$ cat src/rtl/doodle_jump_ctrl.sv
// Game-flow FSM (idle/play/pause) driven by keycodes, plus the cascaded
// jump-duration counters feeding the physics path.
module doodle_jump_ctrl #(
  parameter logic [7:0] KEY_START = 8'h28,
  parameter logic [7:0] KEY_PAUSE = 8'h13,
  parameter logic [7:0] KEY_QUIT  = 8'h29
) (
  input  logic       frame_clk,
  input  logic       Reset,
  input  logic [7:0] keycode,
  input  logic       jump_reset,
  input  logic       jump_enable,
  output logic [6:0] count,
  output logic [1:0] count2,
  output logic [2:0] outstate,
  output logic       loadplat
);

  localparam int unsigned COUNT_W  = 7;
  localparam int unsigned COUNT2_W = 2;
  localparam int unsigned KEY_W    = 8;

  typedef enum logic [2:0] {
    IDLE  = 3'b000,
    PLAY  = 3'b001,
    PAUSE = 3'b010
  } state_t;

  state_t           state, state_next;
  logic             loadplat_next;
  logic [KEY_W-1:0] prev_keycode;
  logic             pause_event;

  // Edge-detect the pause key so a held key toggles only once
  assign pause_event = (keycode == KEY_PAUSE) && (prev_keycode != KEY_PAUSE);

  always_ff @(posedge frame_clk or posedge Reset) begin
    if (Reset) begin
      state        <= IDLE;
      loadplat     <= 1'b0;
      prev_keycode <= KEY_W'(0);
    end else begin
      state        <= state_next;
      loadplat     <= loadplat_next;
      prev_keycode <= keycode;
    end
  end

  always_comb begin
    state_next    = state;
    loadplat_next = 1'b0;
    case (state)
      IDLE: begin
        if (keycode == KEY_START) begin
          state_next    = PLAY;
          loadplat_next = 1'b1;
        end
      end
      PLAY: begin
        if (keycode == KEY_QUIT) begin
          state_next = IDLE;
        end else if (pause_event) begin
          state_next = PAUSE;
        end
      end
      PAUSE: begin
        if (keycode == KEY_QUIT) begin
          state_next = IDLE;
        end else if (pause_event) begin
          state_next = PLAY;
        end
      end
      default: state_next = IDLE;
    endcase
  end

  assign outstate = state;

  // count2 keys off the pre-edge MSB of count, so it lags count by one edge
  always_ff @(posedge frame_clk or posedge Reset) begin
    if (Reset) begin
      count  <= COUNT_W'(0);
      count2 <= COUNT2_W'(0);
    end else if (jump_reset) begin
      count  <= COUNT_W'(0);
      count2 <= COUNT2_W'(0);
    end else begin
      if (jump_enable) begin
        count <= count + COUNT_W'(1);
      end
      if (count[COUNT_W-1]) begin
        count2 <= count2 + COUNT2_W'(1);
      end
    end
  end

endmodule

$ cat config.mk
export PLATFORM = sky130hd
export DESIGN_NAME = doodle_jump_ctrl
export DESIGN_NICKNAME = d
export VERILOG_FILES = /design/src/rtl/doodle_jump_ctrl.sv
export SDC_FILE = /design/constraint.sdc
export NUM_CORES = 1
export LEC_CHECK = 0
export CORE_ASPECT_RATIO = 1.2
export CORE_MARGIN = 5
export CORE_UTILIZATION = 45
export DETAILED_ROUTE_END_ITERATION = 8
export PLACE_DENSITY = 0.77
export SLEW_MARGIN = 20
export SYNTH_ARGS = -nofsm -noshare
export SYNTH_HDL_FRONTEND = slang
export SYNTH_SLANG_ARGS = --single-unit
$ cat constraint.sdc
create_clock -name frame_clk -period 1.6 [get_ports frame_clk]
set_input_delay 0.32 -clock frame_clk [delete_from_list [all_inputs] [get_ports frame_clk]]
set_output_delay 0.32 -clock frame_clk [all_outputs]
set_load 0.01 [all_outputs]
==> out/qor.yml, run 1 <==
status: "finished, final reports clean"
cts_tree: "built"
critPathRequiredTime_ns: 1.28
finalSetupViolCount: 0
arrival_ns: 1.23
yosys.cell_types.count: 26
clk_latency_ns: 0.28
crit_cells: 1
fin_nets: 123
die_area_um2: 2860
synthFlopType: "dfrtp_1"
finalMaxSlewViolations: 0
vias_per_cell: 5.21
synth.area.top_cells: "dfrtp_1, xor2_1, nor2_1"
clockBufferDepth: 2
rsz0062_at_grt: "false"
slowest_stage: "clkdlybuf4s50_1"
period_minus_slack_ns: 1.55
initial_core_util_pct: 46.4
syn2layout_area_growth_pct: 44.8
finalWorstSetupSlack_ns: 0.0522
yosysMostFrequentCell: "dfrtp_1"
dp_hpwl_mm: 1.27
remaining_drc_errors: 0
die_w_um: 49.6
period_share_pct: 96.7
portBuffers: 23
min_path_type: "input port to asynchronous set/reset pin"
root_buffer: "clkbuf_4"
power_density_nw_per_um2: 788
critical-path-top-delay-family: "buffers and inverters"
cp-end-kind: "output port"
total_power_w: 0.000968
cts_buffers: 3
yosys_warnings: 0
ctsHoldBuffers: 0
clock_skew_ns: 0.00380
netlist_area_um2: 848
syn_nets: 82
grt_max_degree: 21
num_io_pins: 25
grt_pass1_vias: 682
fin_tns_setup_ns: 0
final_area_um2: 1230
p_leak_nw: 0.569
ys_async_sr_fraction_pct: 100
cap_violations: 0
wl_per_cell_um: 13.0
syn_area_per_cell_um2: 12.3
vias: 662
row_count: 17
syn-instance-count: 69
ir_drop_mv: 0.657
grt.total_usage_pct: 12.1
crit_path_max_incr_delay_ns: 0.56
core_um2: 1830
r2r-end: "outstate[0]"
start_kind: "flop"
htree_levels: 1
antenna_left: 0
totalWireLength_mm: 1.65
diodes: 0
crit_path_max_fanout: 3
path_cells: "clkdlybuf4s50_1"
critPathKind: "flop to output port"
grt_pass1_wl_mm: 2.73
drtIter0Drc: 6
drive_gt1_share_pct: 24.1
whs_ns: 0.345
r2r_slack_ns: 0.18
synth_common_cells: "dfrtp_1, nor2_1, nand2_1"
place_area_um2: 1150
crit_buf_inv: 1
r2r-start: "prev_keycode[5]"
timing.fmax_ghz: 0.646
yosysTopAreaCell: "dfrtp_1"
ys_seq_area_share_pct: 59.0
worst_r2r_path_depth: 4
fp.dieH_um: 57.6
cts.sinks: 20
hold_viol_final: 0
place_ws_ns: -0.186
place.gp.congestion: 0.742
synth_edf_count: 0
firstDrtPassIters: 4
gr-total-overflow: 0
cts.reportedPaths.clkPinSlew_ns: 0.10
synth_seq_cells: 20
synth.top_cell.area_share_pct: 59.0
antenna_found_initial: 0
kinds of logic after synthesis:
kind of cell	count (synthesis)	synth area share (%)
buffers and inverters	4	2.65
AO/OA/AOI/OAI	10	11.7
other	1	0.442
XOR/XNOR	6	6.19
adder cells (fa/ha/maj)	1	1.47
AND/OR/NAND/NOR	26	17.4
flip-flops	20	59.0
multiplexers	1	1.18
placed cells by master, fill, tap and decap left out:
master and n:
clkdlybuf4s50_1 20, dfrtp_1 18, buf_4 15, nor2_1 9
nand2_1 5, xor2_1 4, a21oi_1 3, clkbuf_4 3
o21ai_0 2, or3_1 2, inv_1 2, xnor2_1 2
nand4_1 2, and3_1 2, dfrtp_2 2, dlymetal6s2s_1 2
o2111ai_4 1, o2111ai_2 1, nor4bb_1 1, nor3_2 1
nor4_1 1, nor3b_1 1, and4_1 1, nor4b_2 1
a211o_1 1, a21oi_2 1, a2111oi_2 1, mux2i_1 1
ha_1 1, conb_1 1, dlygate4sd2_1 1
through the flow:
| step | utilization, % | instances |
|---|---|---|
| finish | 67.2 | 127 |
| global route | 67.2 | 127 |
| CTS | 65.7 | 124 |
| detailed placement | 63.1 | 118 |
| global placement | 63.1 | 118 |
| floorplan | - | 69 |
repair_timing:
| item | CTS | global route |
|---|---|---|
| cloned | 0 | 0 |
| resized for setup | 3 | 2 |
| setup endpoints to repair | 5 | 5 |
| setup buffers | 3 | 3 |
| pin swaps | 0 | 0 |
per-layer routing:
metal	wire, µm	global-route usage (%)	part of all wire, %
met1	599	12.8	36
met2	928	22.7	56
met3	120	3.66	7.3
met4	0	3.37	0
met5	0	0	0
how the worst max path moves through the flow:
stage	startpoint	to	slack [ns]
floorplan	count[0]	count[6]	0.24
global placement	keycode[2]	outstate[0]	-0.11
detailed placement	keycode[4]	outstate[0]	-0.19
CTS	count[3]	count[3]	0.0009
global route	outstate[1]	outstate[1]	0.005
finish	count2[0]	count2[0]	0.05
sequential cells by signal, summed over array words and instances (netlist names):
| name | flops |
|---|---|
| prev_keycode | 8 |
| count2 | 2 |
| outstate | 2 |
| count | 7 |
| loadplat | 1 |
report_power, final:
part	total (W)	internal, W	switching, W
Sequential	0.000550	0.000534	0.0000165
Clock	0.000221	0.0000873	0.000134
Combinational	0.000197	0.000116	0.0000802
Total	0.000968	0.000737	0.000231
cell type report:
class                           instances  area, µm²
Multi-Input combinational cell         45        325
Sequential cell                        20        503
Fill cell                             146        601
Tap cell                               19       23.8
Inverter                                2       7.51
Clock buffer                            3       22.5
Timing Repair Buffer                   38        347
Note: power is estimated with default switching activity, not from simulation.
==> run 2: changes to the inputs <==
--- a/config.mk
+++ b/config.mk
@@ -9,7 +9,8 @@
 export CORE_MARGIN = 5
 export CORE_UTILIZATION = 45
 export DETAILED_ROUTE_END_ITERATION = 8
-export PLACE_DENSITY = 0.77
+export DONT_BUFFER_PORTS = 1
+export PLACE_DENSITY = 0.72
 export SLEW_MARGIN = 20
 export SYNTH_ARGS = -nofsm -noshare
 export SYNTH_HDL_FRONTEND = slang
==> run 2 against run 1 <==
Clock-buffer cell count stayed put. Design area is 26% lower. Worst hold slack worse by 0.29 ns. Clock power hardly changed. Combinational power is 62% lower. Core utilization is 17 points lower. Register-to-register slack better by 0.03 ns. Critical endpoint is now outstate[0]. Fmax is 12% higher. Final cell count is 27% lower.
==> out/qor.yml, run 2 (synthesis results as in run 1) <==
status: "finished, final reports clean"
crit_buf_inv: 0
vias: 544
final_common_cell: "dfrtp_1"
path_cells: "nor4b_2, nand4_1, and3_1, a2111oi_2"
crit_path_max_incr_delay_ns: 0.38
cts_tree: "built"
largest_register_ff_count: 8
fp.dieH_um: 57.6
clockBufferDepth: 2
cts.sinks: 20
critPathRequiredTime_ns: 1.78
cp-end-kind: "flop"
p_clk_share_pct: 25.3
fin_tns_setup_ns: 0
num_io_pins: 25
reg.largest.list: "prev_keycode x8, count x7"
firstDrtPassIters: 1
post_cts_buffers: 0
portBuffers: 0
syn2layout_area_growth_pct: 7.52
p_sw_w: 0.000205
arrival_ns: 1.57
start_kind: "flop"
place_area_um2: 880
power_frac_seq_pct: 66.0
critPathKind: "flop to flop"
root_buffer: "clkbuf_4"
power_frac_comb_pct: 8.7
seqCellArea_um2: 500
hold_viol_final: 0
period_minus_slack_ns: 1.39
antenna_left: 0
finalMaxSlewViolations: 0
diodes: 0
core_um2: 1830
period_share_pct: 86.6
cap_violations: 0
finalSetupViolCount: 0
remaining_drc_errors: 0
place.gp.congestion: 0.646
grt_pass1_wl_mm: 2.48
p_leak_nw: 0.391
multiInputGateArea_um2: 325
wl_per_cell_um: 15.4
switching_share_pct: 23.7
fin_nets: 89
cts_resized: 0
grt_max_degree: 21
cts_buffers: 3
totalWireLength_mm: 1.43
antenna_found_initial: 0
crit_path_max_fanout: 4
min_path_type: "input port to flop"
grt_pass1_vias: 617
die_w_um: 49.6
cts.reportedPaths.clkPinSlew_ns: 0.10
die_area_um2: 2860
final_area_um2: 912
drtIter0Drc: 0
fillers: 168
largest-register: "prev_keycode"
clk_latency_ns: 0.28
ir_drop_mv: 0.689
rsz0062_at_grt: "false"
slowest_stage: "dfrtp_1"
vias_per_cell: 5.85
dp_hpwl_mm: 1.09
clock_skew_ns: 0.00122
initial_core_util_pct: 46.4
ctsHoldBuffers: 1
timing.fmax_ghz: 0.722
critical-path-top-delay-family: "simple AND/OR/NAND/NOR gates"
power.internal_w: 0.000661
row_count: 17
htree_levels: 1
power_density_nw_per_um2: 950
layout_common_cells: "dfrtp_1, nor2_1, nand2_1"
gr-total-overflow: 0
grt.total_usage_pct: 10.9
drive_gt1_share_pct: 16.2
## run 2: through the flow
stage / hold slack [ns] / utilization, % / setup slack, ns / total power, W / cells
2_1_floorplan: 0.284 / - / 0.238 / 0.000636 / 69
3_3_place_gp: 0.248 / 48.1 / 0.278 / 0.000652 / 89
3_5_place_dp: 0.251 / 48.1 / 0.207 / 0.000656 / 89
4_1_cts: 0.0379 / 49.9 / 0.211 / 0.000882 / 93
5_1_grt: 0.0262 / 49.9 / 0.0858 / 0.000915 / 93
6_report: 0.0530 / 49.9 / 0.215 / 0.000866 / 93
## run 2: area by class of cell
type,instances,share of cell area (%)
Tap cell,19,2.61
Multi-Input combinational cell,45,35.7
Inverter,2,0.823
Timing Repair Buffer,4,3.57
Clock buffer,3,2.47
Sequential cell,20,54.9
## run 2: worst reg2reg max path, cell delays in order, from the launching register on
cell and delay (ns):
dfrtp_1 0.38, nor4b_2 0.26, nand4_1 0.20, and3_1 0.24
a2111oi_2 0.19
## run 2: power groups by stage
stage / clock network (W) / registers, W / logic (W)
4_1_cts: 0.000234 / 0.000570 / 0.0000779
6_report: 0.000219 / 0.000572 / 0.0000756
3_5_place_dp: 0 / 0.000579 / 0.0000768
3_3_place_gp: 0 / 0.000578 / 0.0000732
2_1_floorplan: 0 / 0.000577 / 0.0000588
5_1_grt: 0.000252 / 0.000577 / 0.0000856
## run 2: metal layers
metal	share of wire, %	GRT usage (%)
met5	0	0
met4	0	3.37
met3	12	6.01
met2	52	19.8
met1	36	10.1
## run 2: path summary, 6_finish.rpt
path / to / cells after the start / slack [ns] / from
worst max register to register: outstate[0] / 4 / 0.21 / prev_keycode[5]
worst min register to register: loadplat / 1 / 0.58 / outstate[1]
max in group asynchronous: count[0] / 3 / 0.91 / Reset
worst max-delay path: outstate[0] / 4 / 0.21 / prev_keycode[5]
worst min-delay path: prev_keycode[2] / 0 / 0.05 / keycode[2]
min in group asynchronous: count[5] / 3 / 0.49 / Reset
==> run 3: changes to the inputs <==
--- a/config.mk
+++ b/config.mk
@@ -5,11 +5,13 @@
 export SDC_FILE = /design/constraint.sdc
 export NUM_CORES = 1
 export LEC_CHECK = 0
+export CAP_MARGIN = 20
 export CORE_ASPECT_RATIO = 1.2
 export CORE_MARGIN = 5
 export CORE_UTILIZATION = 45
 export DETAILED_ROUTE_END_ITERATION = 8
 export DONT_BUFFER_PORTS = 1
+export GPL_TIMING_DRIVEN = 0
 export PLACE_DENSITY = 0.72
 export SLEW_MARGIN = 20
 export SYNTH_ARGS = -nofsm -noshare
==> run 3 against run 2 <==
Core utilization is 0.96 points lower. Clock power about the same. Sequential power grew 0.7%. Via count down 3.7%. Routed wire length is 0.21% higher. Worst hold slack lost 0.018 ns. Critical path depth unchanged. First-iteration DRC count increased by 2. Die area did not move. Combinational power fell by 13%. Worst setup slack got worse by 0.098 ns. Fmax fell by 6.6%. Critical endpoint is now count[6]. Highest routed layer is now met4.
==> out/qor.yml, run 3 (synthesis results as in run 1) <==
status: "finished, final reports clean"
max_slew_margin_pct: 51.1
portBuffers: 0
switching_share_pct: 24.1
period_share_pct: 92.7
grt_max_degree: 21
syn2layout_area_growth_pct: 5.46
diodes: 0
arrival_ns: 1.70
p_clk_share_pct: 25.7
finalMaxSlewViolations: 0
firstDrtPassIters: 3
clockBufferDepth: 2
start_kind: "flop"
r2r-start: "count[0]"
cts.sinks: 20
die_area_um2: 2860
grt.total_usage_pct: 10.8
power_frac_seq_pct: 66.7
power.internal_w: 0.000655
final_common_cell: "dfrtp_1"
largest-register: "prev_keycode"
drtIter0Drc: 2
ir_drop_mv: 0.592
crit_buf_inv: 0
cp-end-kind: "flop"
finalSetupViolCount: 0
clk_latency_ns: 0.28
power_density_nw_per_um2: 965
core_um2: 1830
die_w_um: 49.6
critPathRequiredTime_ns: 1.82
grt_pass1_vias: 593
clock_skew_ns: 0.00127
crit_end: "count[6]"
fin_tns_setup_ns: 0
vias_per_cell: 5.76
critical-path-top-delay-family: "flip-flops"
final_cells: 91
reg.largest.list: "prev_keycode x8, count x7"
crit_start: "count[0]"
ctsHoldBuffers: 0
post_cts_buffers: 0
htree_levels: 1
p_leak_nw: 0.382
crit_cells: 4
r2r-end: "count[6]"
place.gp.congestion: 0.636
fin_nets: 87
fin_util_pct: 48.9
wl_per_cell_um: 15.7
antenna_left: 0
largest_register_ff_count: 8
totalWireLength_mm: 1.43
num_io_pins: 25
gr-total-overflow: 0
crit_path_max_fanout: 4
power_frac_comb_pct: 7.6
r2r_slack_ns: 0.12
p_sw_w: 0.000208
dp.cells: 88
worst_r2r_path_depth: 4
timing.fmax_ghz: 0.674
period_minus_slack_ns: 1.48
antenna_found_initial: 0
slowest_stage: "dfrtp_1"
dp_hpwl_mm: 1.11
rsz0062_at_grt: "false"
worst_pin_slew_ns: 0.733
initial_core_util_pct: 46.4
cts.reportedPaths.clkPinSlew_ns: 0.10
layout_common_cells: "dfrtp_1, nor2_1, nand2_1"
min_path_type: "input port to asynchronous set/reset pin"
drive_gt1_share_pct: 15.3
crit_path_max_incr_delay_ns: 0.49
hold_viol_final: 0
grt_pass1_wl_mm: 2.39
fp.dieH_um: 57.6
row_count: 17
root_buffer: "clkbuf_4"
cts_buffers: 3
vias: 524
cts_resized: 0
critPathKind: "flop to flop"
fillers: 165
cap_violations: 0
remaining_drc_errors: 0
path_cells: "ha_1, o2111ai_4, or3_1, a21oi_1"
cts_tree: "built"
-- run 3: worst min path at each step --
| stage | endpoint | depth (start not counted) | start |
|---|---|---|---|
| floorplan | count2[0] | 1 | Reset |
| finish | count[3] | 1 | Reset |
| CTS | prev_keycode[0] | 0 | keycode[0] |
| global route | prev_keycode[3] | 0 | keycode[3] |
| global placement | prev_keycode[2] | 0 | keycode[2] |
| detailed placement | prev_keycode[2] | 0 | keycode[2] |
-- run 3: cell type report --
type                       count  area, µm²  area share [%]
clock buffer                   3       22.5            2.52
buffer                         2       15.0            1.68
inverter                       2       7.51           0.839
multi-input combinational     45        325            36.4
tap                           19       23.8            2.66
sequential                    20        500            55.9
-- run 3: stage by stage --
| step | total power, W | worst slack (ns) | area [µm²] | hold WS [ns] |
|---|---|---|---|---|
| final | 0.000863 | 0.117 | 895 | 0.0348 |
| after CTS | 0.000883 | 0.0991 | 895 | 0.0343 |
| after floorplan | 0.000636 | 0.238 | 848 | 0.284 |
| after global placement | 0.000649 | 0.162 | 872 | 0.352 |
| after detailed placement | 0.000654 | 0.124 | 872 | 0.352 |
| after global routing | 0.000912 | 0.0529 | 895 | 0.0276 |
-- run 3: per-layer routing --
metal / global-route usage, % / up-vias / wire (µm)
met5: 0 / - / 0
li1: - / 246 / -
met4: 4.49 / 0 / 8
met2: 20.2 / 20 / 753
met1: 9.12 / 256 / 518
met3: 5.74 / 2 / 152
-- run 3: power by group through the flow --
| stage | registers (W) | clock network [W] | logic, W |
|---|---|---|---|
| CTS | 0.000576 | 0.000239 | 0.0000678 |
| floorplan | 0.000577 | 0 | 0.0000588 |
| global route | 0.000583 | 0.000252 | 0.0000775 |
| detailed placement | 0.000585 | 0 | 0.0000687 |
| finish | 0.000576 | 0.000222 | 0.0000658 |
| global placement | 0.000584 | 0 | 0.0000648 |
